## src/rtl/cp0_irq_pkg.sv

```systemverilog
// cp0_irq_pkg: register map, field positions and priority encoder shared by cp0_irq
package cp0_irq_pkg;
  localparam logic [3:0] ADDR_IER = 4'd0;
  localparam logic [3:0] ADDR_IPR = 4'd1;
  localparam logic [3:0] ADDR_IMR = 4'd2;
  localparam logic [3:0] ADDR_ISR = 4'd3;
  localparam logic [3:0] ADDR_TIR = 4'd4;
  localparam int GIE = 31;
  localparam int PGIE = 30;
  localparam int ISR_VALID = 31;
  localparam int TIR_PER = 31;
  localparam int TIR_MS_MSB = 15;
  function automatic logic [4:0] prio_enc(input logic [31:0] v);
    logic [4:0] r;
    r = 5'd0;
    for (int i = 31; i >= 0; i--) if (v[i]) r = 5'(i);
    return r;
  endfunction
endpackage

```

## src/rtl/cp0_irq_timer.sv

```systemverilog
// cp0_irq_timer: one ms counter with period/mode register and expiry pulse
module cp0_irq_timer import cp0_irq_pkg::*; (
  input  logic        clk,
  input  logic        rst_n,
  input  logic        tick_i,
  input  logic        wr_en_i,
  input  logic        per_i,
  input  logic [15:0] prd_i,
  output logic [31:0] tir_o,
  output logic        expire_o
);
  logic        per_q, per_d;
  logic [15:0] prd_q, prd_d, cnt_q, cnt_d;
  logic        run;
  assign run = tick_i && prd_q != 16'd0;
  assign expire_o = run && !wr_en_i && cnt_q == prd_q - 16'd1;
  assign tir_o = {per_q, 15'b0, prd_q};
  always_comb begin
    per_d = wr_en_i ? per_i : per_q;
    prd_d = wr_en_i ? prd_i : (expire_o && !per_q) ? 16'd0 : prd_q;
    cnt_d = (wr_en_i || expire_o) ? 16'd0 : run ? cnt_q + 16'd1 : cnt_q;
  end
  always_ff @(posedge clk or negedge rst_n)
    if (!rst_n) begin
      per_q <= 1'b0;
      prd_q <= '0;
      cnt_q <= '0;
    end else begin
      per_q <= per_d;
      prd_q <= prd_d;
      cnt_q <= cnt_d;
    end
endmodule

```

## src/rtl/cp0_irq.sv

```systemverilog
// cp0_irq: CP0-side interrupt/timer unit with edge/level channels and prioritised request
module cp0_irq import cp0_irq_pkg::*; #(
  parameter int IRQ_NUM   = 24,
  parameter int TIMER_NUM = 2,
  parameter int CLK_FREQ  = 100
) (
  input  logic               clk,
  input  logic               rst_n,
  input  logic [IRQ_NUM-1:0] ir_map,
  input  logic               wr_en,
  input  logic [3:0]         wr_addr,
  input  logic [31:0]        wr_data,
  input  logic [3:0]         rd_addr,
  output logic [31:0]        rd_data,
  input  logic               irq_ack,
  input  logic               irq_ret,
  output logic               irq_req,
  output logic [4:0]         irq_id
);
  localparam int CH_NUM = IRQ_NUM + TIMER_NUM;
  localparam int PRE_N = CLK_FREQ * 1000;
  localparam int PW = $clog2(PRE_N);
  logic [PW-1:0] pre_q;
  logic tick, w_ier, w_ipr, w_imr;
  logic [IRQ_NUM-1:0] s1_q, s2_q, s3_q, imr_q, imr_d;
  logic [CH_NUM-1:0] ipr_q, ipr_d, en_q, en_d, edge_m, lvl, set_v, clr, act;
  logic gie_q, gie_d, pgie_q, pgie_d, isr_v_q, req_d;
  logic [4:0] isr_id_q, isr_id_d, id_d;
  logic [TIMER_NUM-1:0] exp_t;
  logic [31:0] tir [TIMER_NUM];
  logic unused_wr;
  assign unused_wr = ^wr_data;
  assign tick = pre_q == PW'(PRE_N - 1);
  assign w_ier = wr_en && wr_addr == ADDR_IER;
  assign w_ipr = wr_en && wr_addr == ADDR_IPR;
  assign w_imr = wr_en && wr_addr == ADDR_IMR;
  assign edge_m = {imr_q, {TIMER_NUM{1'b1}}};
  assign act = ipr_q & en_q;
  for (genvar t = 0; t < TIMER_NUM; t++) begin : g_tmr
    cp0_irq_timer u_tmr (
      .clk      (clk),
      .rst_n    (rst_n),
      .tick_i   (tick),
      .wr_en_i  (wr_en && wr_addr == 4'(ADDR_TIR + t)),
      .per_i    (wr_data[TIR_PER]),
      .prd_i    (wr_data[TIR_MS_MSB:0]),
      .tir_o    (tir[t]),
      .expire_o (exp_t[t])
    );
  end
  // Edge bits hold until cleared; a simultaneous set beats the write-1-clear.
  always_comb begin
    lvl = {s2_q, {TIMER_NUM{1'b0}}};
    set_v = {s2_q & ~s3_q, exp_t};
    clr = w_ipr ? wr_data[CH_NUM-1:0] : '0;
    ipr_d = (edge_m & (set_v | (ipr_q & ~clr))) | (~edge_m & lvl);
    en_d = w_ier ? wr_data[CH_NUM-1:0] : en_q;
    imr_d = w_imr ? wr_data[CH_NUM-1:TIMER_NUM] : imr_q;
    gie_d = irq_ack ? 1'b0 : irq_ret ? pgie_q : w_ier ? wr_data[GIE] : gie_q;
    pgie_d = irq_ack ? gie_q : (w_ier && !irq_ret) ? wr_data[PGIE] : pgie_q;
    isr_id_d = irq_ack ? irq_id : isr_id_q;
    req_d = gie_q && |act;
    id_d = prio_enc(32'(act));
  end
  always_comb begin
    rd_data = '0;
    case (rd_addr)
      ADDR_IER: rd_data = {gie_q, pgie_q, 30'(en_q)};
      ADDR_IPR: rd_data = 32'(ipr_q);
      ADDR_IMR: rd_data = 32'(edge_m);
      ADDR_ISR: rd_data = {isr_v_q, 26'b0, isr_id_q};
      default: for (int i = 0; i < TIMER_NUM; i++) if (rd_addr == 4'(ADDR_TIR + i)) rd_data = tir[i];
    endcase
  end
  always_ff @(posedge clk or negedge rst_n)
    if (!rst_n) begin
      pre_q <= '0;
      s1_q <= '0;
      s2_q <= '0;
      s3_q <= '0;
      imr_q <= '0;
      ipr_q <= '0;
      en_q <= '0;
      gie_q <= 1'b0;
      pgie_q <= 1'b0;
      isr_v_q <= 1'b0;
      isr_id_q <= '0;
      irq_req <= 1'b0;
      irq_id <= '0;
    end else begin
      pre_q <= tick ? '0 : pre_q + 1'b1;
      s1_q <= ir_map;
      s2_q <= s1_q;
      s3_q <= s2_q;
      imr_q <= imr_d;
      ipr_q <= ipr_d;
      en_q <= en_d;
      gie_q <= gie_d;
      pgie_q <= pgie_d;
      isr_v_q <= isr_v_q | irq_ack;
      isr_id_q <= isr_id_d;
      irq_req <= req_d;
      irq_id <= id_d;
    end
endmodule

```

## config.mk

```make
export PLATFORM = sky130hd
export DESIGN_NAME = cp0_irq
export DESIGN_NICKNAME = d
export VERILOG_FILES = /design/src/rtl/cp0_irq_pkg.sv /design/src/rtl/cp0_irq_timer.sv /design/src/rtl/cp0_irq.sv
export SDC_FILE = /design/constraint.sdc
export NUM_CORES = 1
export LEC_CHECK = 0
export BUFFER_PORTS_ARGS = -buffer_cell sky130_fd_sc_hd__buf_2
export CORE_MARGIN = 4
export CORE_UTILIZATION = 35
export CTS_BUF_LIST = sky130_fd_sc_hd__clkbuf_4 sky130_fd_sc_hd__clkbuf_8 sky130_fd_sc_hd__clkbuf_16
export DETAILED_ROUTE_END_ITERATION = 8
export PLACE_DENSITY = 0.6
export SLEW_MARGIN = 10
export SYNTH_ARGS = -nofsm -noshare
export SYNTH_HDL_FRONTEND = slang
export SYNTH_SLANG_ARGS = --single-unit
```

## constraint.sdc

```tcl
create_clock -name clk -period 7 [get_ports clk]
set_input_delay 0.7 -clock clk [delete_from_list [all_inputs] [get_ports clk]]
set_output_delay 0.7 -clock clk [all_outputs]
set_load 0.01 [all_outputs]
```

==> metrics <==
outcome=finished clean; P_leak=5.73 nW; Via Count=8808; CP peak stage delay=950 ps; IR drop worst, VDD=230 µV; sequential share of the synthesized area=53.0%; initial antenna violation count=0; Power Total=0.00417 W; asr flop ratio synth=100%; Core ar.=0.0325 mm²; remaining global-route overflow=0; CP required=6300 ps; area post-placement=0.0125 mm²; DIE AREA=0.0360 mm²; Cell variety after synth=67; CP Capture Type=primary output; worst reg-to-reg path cell count=9; DRC Markers=0; Sum Neg Setup Slack=0 ps; Power Dens Cells=311 mW/mm²; final instance area=0.0134 mm²; worst r2r dst=g_tmr[0].u_tmr.prd_q[9]; die height=190 µm; Tcrit/Tclk final=53.3%; ys flop type=dfrtp_1; Critical Path Fanout Max=33; Tightest Pin Transition=1170 ps; Starting Density=35.6%; max cap viols=0; Synth area leader=dfrtp_1; cells along the critical path=buf_2 > buf_4 > nor2b_2 > a21oi_1 > a21oi_1 > buf_2; diode count=0; worst setup path class=in2out; max-slew violations=0; CTS Hold Buffers Added=0; IO buf count=98; Clk Latency, worst-skew pair=550 ps; vias in the first global route=8631; worst hold path class=in2reg; Startpoint Class=input pin; Fmax=268 MHz; Post-synth EDFFs=0; first-pass GRT wire length=49100 µm; Synth top cells by count=245 x dfrtp_1, 153 x nand2_1, 81 x nor2_1, 72 x a21oi_1, 59 x mux2_2; Core Rows=66; Yosys top cell area share=53.0%; CTS tree=done; Hold EP=s1_q[22]; H-tree levels=1; skew final=10.1 ps; CTS buffer count=27; Seq cells post-synth=245; most numerous cell in the Yosys netlist=dfrtp_1; worst r2r src=g_tmr[0].u_tmr.prd_q[0]; layout cells sized above 1=19.8%; WP data arrival=3030 ps; Vias/cell=5.36; overall global routing resource usage=16.9%; post-DP HPWL=21400 µm; min-delay src=ir_map[22]; hold depth=1; final WL=31200 µm; synth warn=0; DR pass1 iterations=5; Syn Std Cell Area=0.0116 mm²; delay-heaviest family, CP=simple AND/OR/NAND/NOR gates; Fin. Hold Viols=0; P&R area growth vs syn=15.7%; Routability Congestion=0.885; Area contributors post-synth=dfrtp_1 53%, mux2_2 5.7%, nand2_1 5.0%; Final ANT Viol Nets=0; Iter 0 DRT Violations=724; Die X=190 µm; num ports=107; Core Util, Final=41.1%; largest net degree at the start of global routing=135; Final Critical Period=3730 ps; # setup viols final=0; Worst slew margin=21.8%; root buffer cell=clkbuf_16; Clock transition at path regs=60 ps; Cells after Synth=1105; CTS resizes=0; Nets=1254; syn_area_per_cell=10.5 µm²; Post-CTS Setup Bufs=0; RSZ-0062 raised after global routing=no; CTS Buffer Depth=3; DR WL/cell=19.0 µm; clk sinks=245; worst path buffer plus inverter count=3; critical path's slowest cell=nor2b_2; reg2reg setup slack=3370 ps
-- stage by stage --
step           setup WS (ps)  hold WS (ps)  instances
2_1_floorplan           3840           331       1108
3_3_place_gp            3260           331       1593
3_5_place_dp            3300           335       1593
4_1_cts                 3290           219       1642
5_1_grt                 3170           225       1642
6_report                3270           249       1642
-- state kept, by name, summed over array words and instances, names as in the netlist, 2 cells and up --
name               count
g_tmr.u_tmr.cnt_q     32
g_tmr.u_tmr.prd_q     32
en_q                  26
ipr_q                 26
imr_q                 24
s1_q                  24
s2_q                  24
s3_q                  24
pre_q                 17
irq_id                 5
isr_id_q               5
g_tmr.u_tmr.per_q      2
-- power by group --
part           total [W]  switching [W]  leakage [nW]  internal (W)
clock network    0.00146       0.000585         0.469      0.000872
logic           0.000806       0.000417          2.26      0.000389
registers        0.00191       0.000274          3.00       0.00163
total            0.00417        0.00128          5.73       0.00289
-- metal layers --
layer  global-route usage [%]  share of wire [%]  vias up
li1                         -                  -     4097
met1                     24.3                 46     4425
met2                     27.0                 47      239
met3                     2.72                5.2       47
met4                     4.28                2.4        0
met5                        0                  0        -
-- worst max-delay path by stage --
stage	from	end	slack (ps)	cells past startpoint
after global placement	rd_addr[1]	rd_data[13]	3260	6
after CTS	rd_addr[1]	rd_data[13]	3290	6
after global routing	rd_addr[1]	rd_data[13]	3170	6
after floorplan	rd_addr[0]	rd_data[31]	3840	6
final	rd_addr[1]	rd_data[13]	3270	6
after detailed placement	rd_addr[1]	rd_data[13]	3300	6
-- layout make-up --
cell class,count,area (µm²)
fillers,3209,19200
flip-flops and latches,245,6130
multi-input cells,782,5150
clock buffers,39,803
repair buffers,108,576
well taps,442,553
clock inverters,10,115
inverters,16,60.1
-- cell usage in the layout, fill, tap and decap left out, types with 6 or more instances in the layout --
master,synthesis,routed
a22oi_1,10,10
and3_1,11,11
nand4_1,14,14
xor2_1,31,31
clkbuf_16,0,27
clkbuf_4,0,6
clkinv_2,0,7
nor3_1,49,47
mux2_2,59,59
nor4_1,7,7
xnor2_1,50,50
nand3_1,27,27
buf_2,3,97
inv_1,16,16
a31oi_1,9,9
o21ai_0,33,33
a21oi_1,72,72
nor2_1,81,79
and2_1,6,6
o211ai_1,6,6
a221oi_1,9,9
dfrtp_1,245,245
nor4b_1,8,7
nand2_1,153,153
and4_1,7,7
mux2i_1,27,27
buf_4,7,10
clkbuf_8,0,6
a32o_1,25,25
-- kinds of logic after synthesis --
group / after synthesis / share of synthesized area, %
and+or+nand+nor: 397 / 16.5
buffers and inverters: 81 / 2.95
DFF: 245 / 53.0
other: 1 / 0.0324
adders and majority gates: 5 / 0.541
muxes: 91 / 8.95
xor gates and xnor gates: 81 / 6.13
AOI/OAI and AO/OA: 204 / 11.9
No activity file was read; power rests on OpenSTA's default activity.
